## src/rtl/ysyx_22050854_divider_v1.sv

```systemverilog
// ysyx_22050854_divider_v1: iterative restoring divider for RV64M DIV/DIVU/REM/REMU and W forms.
// One quotient bit per BUSY cycle; divide-by-zero and signed overflow bypass iteration.
module ysyx_22050854_divider_v1 #(
   parameter int XLEN = 64
) (
   input  logic            clock,
   input  logic            reset,
   input  logic            div_valid,
   input  logic            flush,
   input  logic            divw,
   input  logic            div_signed,
   input  logic [XLEN-1:0] dividend,
   input  logic [XLEN-1:0] divisor,
   output logic            div_ready,
   output logic            div_doing,
   output logic            out_valid,
   output logic [XLEN-1:0] quotient,
   output logic [XLEN-1:0] remainder
);
   localparam int HW = XLEN / 2;
   typedef enum logic [1:0] {IDLE, BUSY, DONE} state_t;
   state_t          state_q;
   logic [XLEN-1:0] rem_q, quo_q, b_q, quotient_q, remainder_q;
   logic [6:0]      cnt_q;
   logic            neg_q_q, neg_r_q, divw_q, out_valid_q;
   logic [XLEN-1:0] a_eff, b_eff, a_abs, b_abs, min_val, rem_d, quo_d;
   logic [XLEN-1:0] q_fix, r_fix, q_res, r_res;
   logic [XLEN:0]   shifted;
   logic            sa, sb, div_zero, ovf, special, accept, ge, last, fin;
   always_comb begin
      a_eff    = divw ? {{HW{div_signed & dividend[HW-1]}}, dividend[HW-1:0]} : dividend;
      b_eff    = divw ? {{HW{div_signed & divisor[HW-1]}}, divisor[HW-1:0]} : divisor;
      sa       = div_signed & a_eff[XLEN-1];
      sb       = div_signed & b_eff[XLEN-1];
      a_abs    = sa ? -a_eff : a_eff;
      b_abs    = sb ? -b_eff : b_eff;
      min_val  = divw ? {{(HW+1){1'b1}}, {(HW-1){1'b0}}} : {1'b1, {(XLEN-1){1'b0}}};
      div_zero = b_eff == '0;
      ovf      = div_signed & (a_eff == min_val) & (b_eff == '1);
      special  = div_zero | ovf;
      accept   = (state_q == IDLE) & div_valid & ~flush;
      // partial remainder is XLEN+1 bits wide only for the compare/subtract
      shifted  = {rem_q, quo_q[XLEN-1]};
      ge       = shifted >= {1'b0, b_q};
      rem_d    = ge ? shifted[XLEN-1:0] - b_q : shifted[XLEN-1:0];
      quo_d    = {quo_q[XLEN-2:0], ge};
      last     = cnt_q == (divw_q ? 7'(HW - 1) : 7'(XLEN - 1));
      q_fix    = neg_q_q ? -quo_q : quo_q;
      r_fix    = neg_r_q ? -rem_q : rem_q;
      q_res    = divw_q ? {{HW{q_fix[HW-1]}}, q_fix[HW-1:0]} : q_fix;
      r_res    = divw_q ? {{HW{r_fix[HW-1]}}, r_fix[HW-1:0]} : r_fix;
      fin      = (state_q == DONE) & ~flush;
   end
   always_ff @(posedge clock) begin
      if (reset) begin
         state_q     <= IDLE;
         rem_q       <= '0;
         quo_q       <= '0;
         b_q         <= '0;
         cnt_q       <= '0;
         neg_q_q     <= 1'b0;
         neg_r_q     <= 1'b0;
         divw_q      <= 1'b0;
         out_valid_q <= 1'b0;
         quotient_q  <= '0;
         remainder_q <= '0;
      end else begin
         out_valid_q <= fin;
         quotient_q  <= fin ? q_res : '0;
         remainder_q <= fin ? r_res : '0;
         case (state_q)
            IDLE: if (accept) begin
               state_q <= special ? DONE : BUSY;
               cnt_q   <= '0;
               divw_q  <= divw;
               neg_q_q <= ~special & (sa ^ sb);
               neg_r_q <= ~special & sa;
               b_q     <= b_abs;
               rem_q   <= div_zero ? a_eff : '0;
               // W ops park the 32-bit dividend in the top half so the first shift pulls its MSB
               quo_q   <= div_zero ? '1 : ovf ? min_val : divw ? {a_abs[HW-1:0], {HW{1'b0}}} : a_abs;
            end
            BUSY: if (flush) begin
               state_q <= IDLE;
               cnt_q   <= '0;
            end else begin
               rem_q   <= rem_d;
               quo_q   <= quo_d;
               cnt_q   <= last ? cnt_q : cnt_q + 7'd1;
               state_q <= last ? DONE : BUSY;
            end
            DONE: state_q <= IDLE;
            default: state_q <= IDLE;
         endcase
      end
   end
   assign div_ready = state_q == IDLE;
   assign div_doing = state_q == BUSY;
   assign out_valid = out_valid_q;
   assign quotient  = quotient_q;
   assign remainder = remainder_q;
endmodule

```

## config.mk

```make
export PLATFORM = sky130hd
export DESIGN_NAME = ysyx_22050854_divider_v1
export DESIGN_NICKNAME = d
export VERILOG_FILES = /design/src/rtl/ysyx_22050854_divider_v1.sv
export SDC_FILE = /design/constraint.sdc
export NUM_CORES = 1
export LEC_CHECK = 0
export BUFFER_PORTS_ARGS = -buffer_cell sky130_fd_sc_hd__buf_4
export CORE_MARGIN = 5
export CORE_UTILIZATION = 39
export DETAILED_ROUTE_END_ITERATION = 10
export PLACE_DENSITY = 0.57
export SLEW_MARGIN = 25
export SYNTH_ARGS = -nofsm -noshare
export SYNTH_HDL_FRONTEND = slang
export SYNTH_SLANG_ARGS = --single-unit
```

## constraint.sdc

```tcl
create_clock -name clock -period 4.45 [get_ports clock]
set_input_delay 0.89 -clock clock [delete_from_list [all_inputs] [get_ports clock]]
set_output_delay 0.89 -clock clock [all_outputs]
set_load 0.02 [all_outputs]
```

==> metrics.json <==
{
  "htree_levels": {"value": 2},
  "criticalPathCategory": {"value": "flop to flop"},
  "final_layout_size_suffix_gt1_share": {"value": 16.19, "unit": "%"},
  "design_power_total": {"value": 10320, "unit": "µW"},
  "drt-vias-per-instance": {"value": 5.821},
  "drc_errors": {"value": 0},
  "hold_viol": {"value": 0},
  "antenna_found_initial": {"value": 1},
  "number_of_global_route_vias_before_repair": {"value": 22420},
  "area_of_the_mapped_netlist": {"value": 22850, "unit": "µm²"},
  "ir_worst_vdd": {"value": 0.0002522, "unit": "V"},
  "total_number_of_vias": {"value": 23630},
  "max_slew_violations": {"value": 0},
  "yosys_register_bits": {"value": 333},
  "postSynthNetCount": {"value": 3269},
  "syn_to_final_growth": {"value": 19.46, "unit": "%"},
  "post_synth_num_cell_types": {"value": 82},
  "combined_global_route_utilization_of_all_metal_layers": {"value": 26.43, "unit": "%"},
  "timing.critical_path.arrival": {"value": 4.59, "unit": "ns"},
  "worst_setup_hold_path_clk_slew": {"value": 0.06, "unit": "ns"},
  "holdBufCountCts": {"value": 0},
  "final_critical_path_setup_slack": {"value": 0.2577, "unit": "ns"},
  "cts_tree": {"value": "built"},
  "fin_tns_setup": {"value": 0, "unit": "ns"},
  "clock_latency": {"value": 0.58, "unit": "ns"},
  "total_leakage_power": {"value": 0.01066, "unit": "µW"},
  "max_slew.worst_pin.slew": {"value": 1.019, "unit": "ns"},
  "grt_start_max_net_pins": {"value": 96},
  "congestion_overflow_gr": {"value": 0},
  "critical_path_required": {"value": 4.85, "unit": "ns"},
  "ctsRootBufferMaster": {"value": "sky130_fd_sc_hd__clkbuf_16"},
  "synth.yosys.seq_area_share": {"value": 29.17, "unit": "%"},
  "height_of_the_die": {"value": 252.1, "unit": "µm"},
  "floorplan.rows": {"value": 88},
  "worst_setup_path_start_kind": {"value": "flop"},
  "fill_cell_count": {"value": 5851},
  "core-area": {"value": 57920, "unit": "µm²"},
  "period_needed": {"value": 4.192, "unit": "ns"},
  "worst_slew_margin_rel": {"value": 32.01, "unit": "%"},
  "drt_first_pass_iters": {"value": 6},
  "die-width": {"value": 252.1, "unit": "µm"},
  "cp-end-kind": {"value": "flop"},
  "wl_per_cell": {"value": 21.80, "unit": "µm"},
  "synth_enable_flop_cells": {"value": 0},
  "die_area": {"value": 63540, "unit": "µm²"},
  "io_buffer_count": {"value": 264},
  "synthesis.area_per_instance": {"value": 7.458, "unit": "µm²"},
  "post_synth_inst_count": {"value": 3064},
  "most_frequent_cells_in_the_layout": {"value": "379 x sky130_fd_sc_hd__nor2_1, 363 x sky130_fd_sc_hd__buf_4, 331 x sky130_fd_sc_hd__dfxtp_1, 263 x sky130_fd_sc_hd__a21oi_1, 252 x sky130_fd_sc_hd__nand2_1"},
  "yosys_warnings": {"value": 0},
  "postRouteWirelength": {"value": 88480, "unit": "µm"},
  "hpwlAfterDp": {"value": 69820, "unit": "µm"},
  "finalWeightedCongestion": {"value": 0.9958},
  "setup_viol_count_final": {"value": 0},
  "nets": {"value": 3467},
  "clock_skew": {"value": 0.03195, "unit": "ns"},
  "layout_commonest_cell": {"value": "sky130_fd_sc_hd__nor2_1"},
  "hold_slack": {"value": 0.4473, "unit": "ns"},
  "dp_worst_setup_slack": {"value": -0.01872, "unit": "ns"},
  "max_freq": {"value": 0.2385, "unit": "GHz"},
  "drtIter0Drc": {"value": 2292},
  "i_o_pins": {"value": 265},
  "critical_path_peak_fanout": {"value": 41},
  "status": {"value": "finished clean"},
  "cap_viol_max_count": {"value": 0},
  "clock_tree.buffer_depth": {"value": 3},
  "timing.final.crit_share": {"value": 94.21, "unit": "%"},
  "ant_nets": {"value": 0},
  "cts_inserted_buffers": {"value": 40},
  "cts.sinks": {"value": 333},
  "ys_dominant_reg_cell": {"value": "sky130_fd_sc_hd__dfxtp_1"},
  "synthArstFlopShare": {"value": 0, "unit": "%"},
  "rsz_0062_raised_after_global_routing": {"value": "no"},
  "effective_utilization_at_floorplan": {"value": 39.46, "unit": "%"},
  "hold_path.class": {"value": "flop to flop"},
  "power_density": {"value": 377.9, "unit": "nW/µm²"},
  "grt_first_pass_wirelength": {"value": 134400, "unit": "µm"}
}
power by group:
part,switching (µW),internal [µW],total (µW)
clock network,1390,2010,3410
logic,2150,1420,3560
registers,220,3130,3350
worst paths after layout:
path	endpoint	from	cells past startpoint	slack, ns
max reg2reg	rem_q[27]	rem_q[21]	13	0.26
min	b_q[36]	b_q[36]	2	0.45
min reg2reg	b_q[36]	b_q[36]	2	0.45
max	rem_q[27]	rem_q[21]	13	0.26
kinds of logic (layout without fill, tap and decap cells):
logic type,count (synthesis),in the layout,share of synthesized area [%]
fa+ha+maj,71,71,3.920
simple gates,1060,1060,22.10
compound gates,914,914,25.51
other cells,0,1,0
xor+xnor,295,295,11.31
buf+inv,342,571,5.645
mux,49,49,2.343
flops,333,333,29.17
sequential cells by signal, indices dropped and copies added (netlist names):
name / count
b_q: 64
cnt_q: 7
divw_q: 1
neg_q_q: 1
neg_r_q: 1
out_valid: 1
quo_q: 64
quotient: 64
rem_q: 64
remainder: 64
state_q: 2
metal layers:
layer | wire length [µm] | up-vias | GRT usage, %
met5 | 0 | - | 0
met3 | 6032 | 137 | 3.484
met1 | 39710 | 11120 | 36.94
met2 | 39720 | 932 | 42.31
met4 | 3008 | 0 | 8.778
li1 | - | 11440 | -
cells in the mapped netlist, types with 50 or more instances:
library cell               instances  share of area [%]
sky130_fd_sc_hd__nor3_1           97                2.1
sky130_fd_sc_hd__o21ai_0         199                4.4
sky130_fd_sc_hd__xor2_1          193                7.4
sky130_fd_sc_hd__xnor2_1         102                3.9
sky130_fd_sc_hd__or3_1            50                1.4
sky130_fd_sc_hd__nor4_1           52                1.4
sky130_fd_sc_hd__clkbuf_1        196                3.2
sky130_fd_sc_hd__a21oi_1         263                5.8
sky130_fd_sc_hd__a211oi_1         77                2.5
sky130_fd_sc_hd__dfxtp_1         333                 29
sky130_fd_sc_hd__nor2_1          380                6.2
sky130_fd_sc_hd__o31ai_1          60                2.0
sky130_fd_sc_hd__ha_1             70                3.8
sky130_fd_sc_hd__inv_1           127                2.1
sky130_fd_sc_hd__nand2_1         252                4.1
sky130_fd_sc_hd__nand4_1          57                1.6
critical path, stage by stage (launching register included):
cell	delay, ns
sky130_fd_sc_hd__dfxtp_1	0.58
sky130_fd_sc_hd__ha_1	0.38
sky130_fd_sc_hd__nand4_1	0.20
sky130_fd_sc_hd__nor4_2	0.39
sky130_fd_sc_hd__o21ai_0	0.16
sky130_fd_sc_hd__o22ai_1	0.30
sky130_fd_sc_hd__o21ai_1	0.18
sky130_fd_sc_hd__and4b_1	0.29
sky130_fd_sc_hd__o41ai_4	0.39
sky130_fd_sc_hd__buf_12	0.27
sky130_fd_sc_hd__buf_4	0.24
sky130_fd_sc_hd__mux2_2	0.36
sky130_fd_sc_hd__a22oi_1	0.14
sky130_fd_sc_hd__a211oi_1	0.09
through the flow:
stage | cells | area (µm²) | util (%)
after global placement | 3984 | 25900 | 44.72
after global routing | 4058 | 27300 | 47.13
after floorplan | 3064 | 22850 | -
after detailed placement | 3984 | 25900 | 44.72
final | 4059 | 27300 | 47.14
after CTS | 4057 | 27280 | 47.11
what timing repair did:
item                       in CTS  in global routing
gates resized for setup         0                  1
setup buffers                   0                  1
setup endpoints to repair       0                 18
hold endpoints to repair        0                  0
cell type report:
cell class,instances,area [µm²],area share [%]
Sequential cell,333,6669,24.43
Antenna cell,1,2.502,0.009166
Clock inverter,24,249.0,0.9121
Clock buffer,49,1137,4.166
Multi-Input combinational cell,2389,14950,54.76
Inverter,128,480.5,1.760
Tap cell,765,957.2,3.506
Timing Repair Buffer,370,2856,10.46
(Power assumes the default switching activity.)
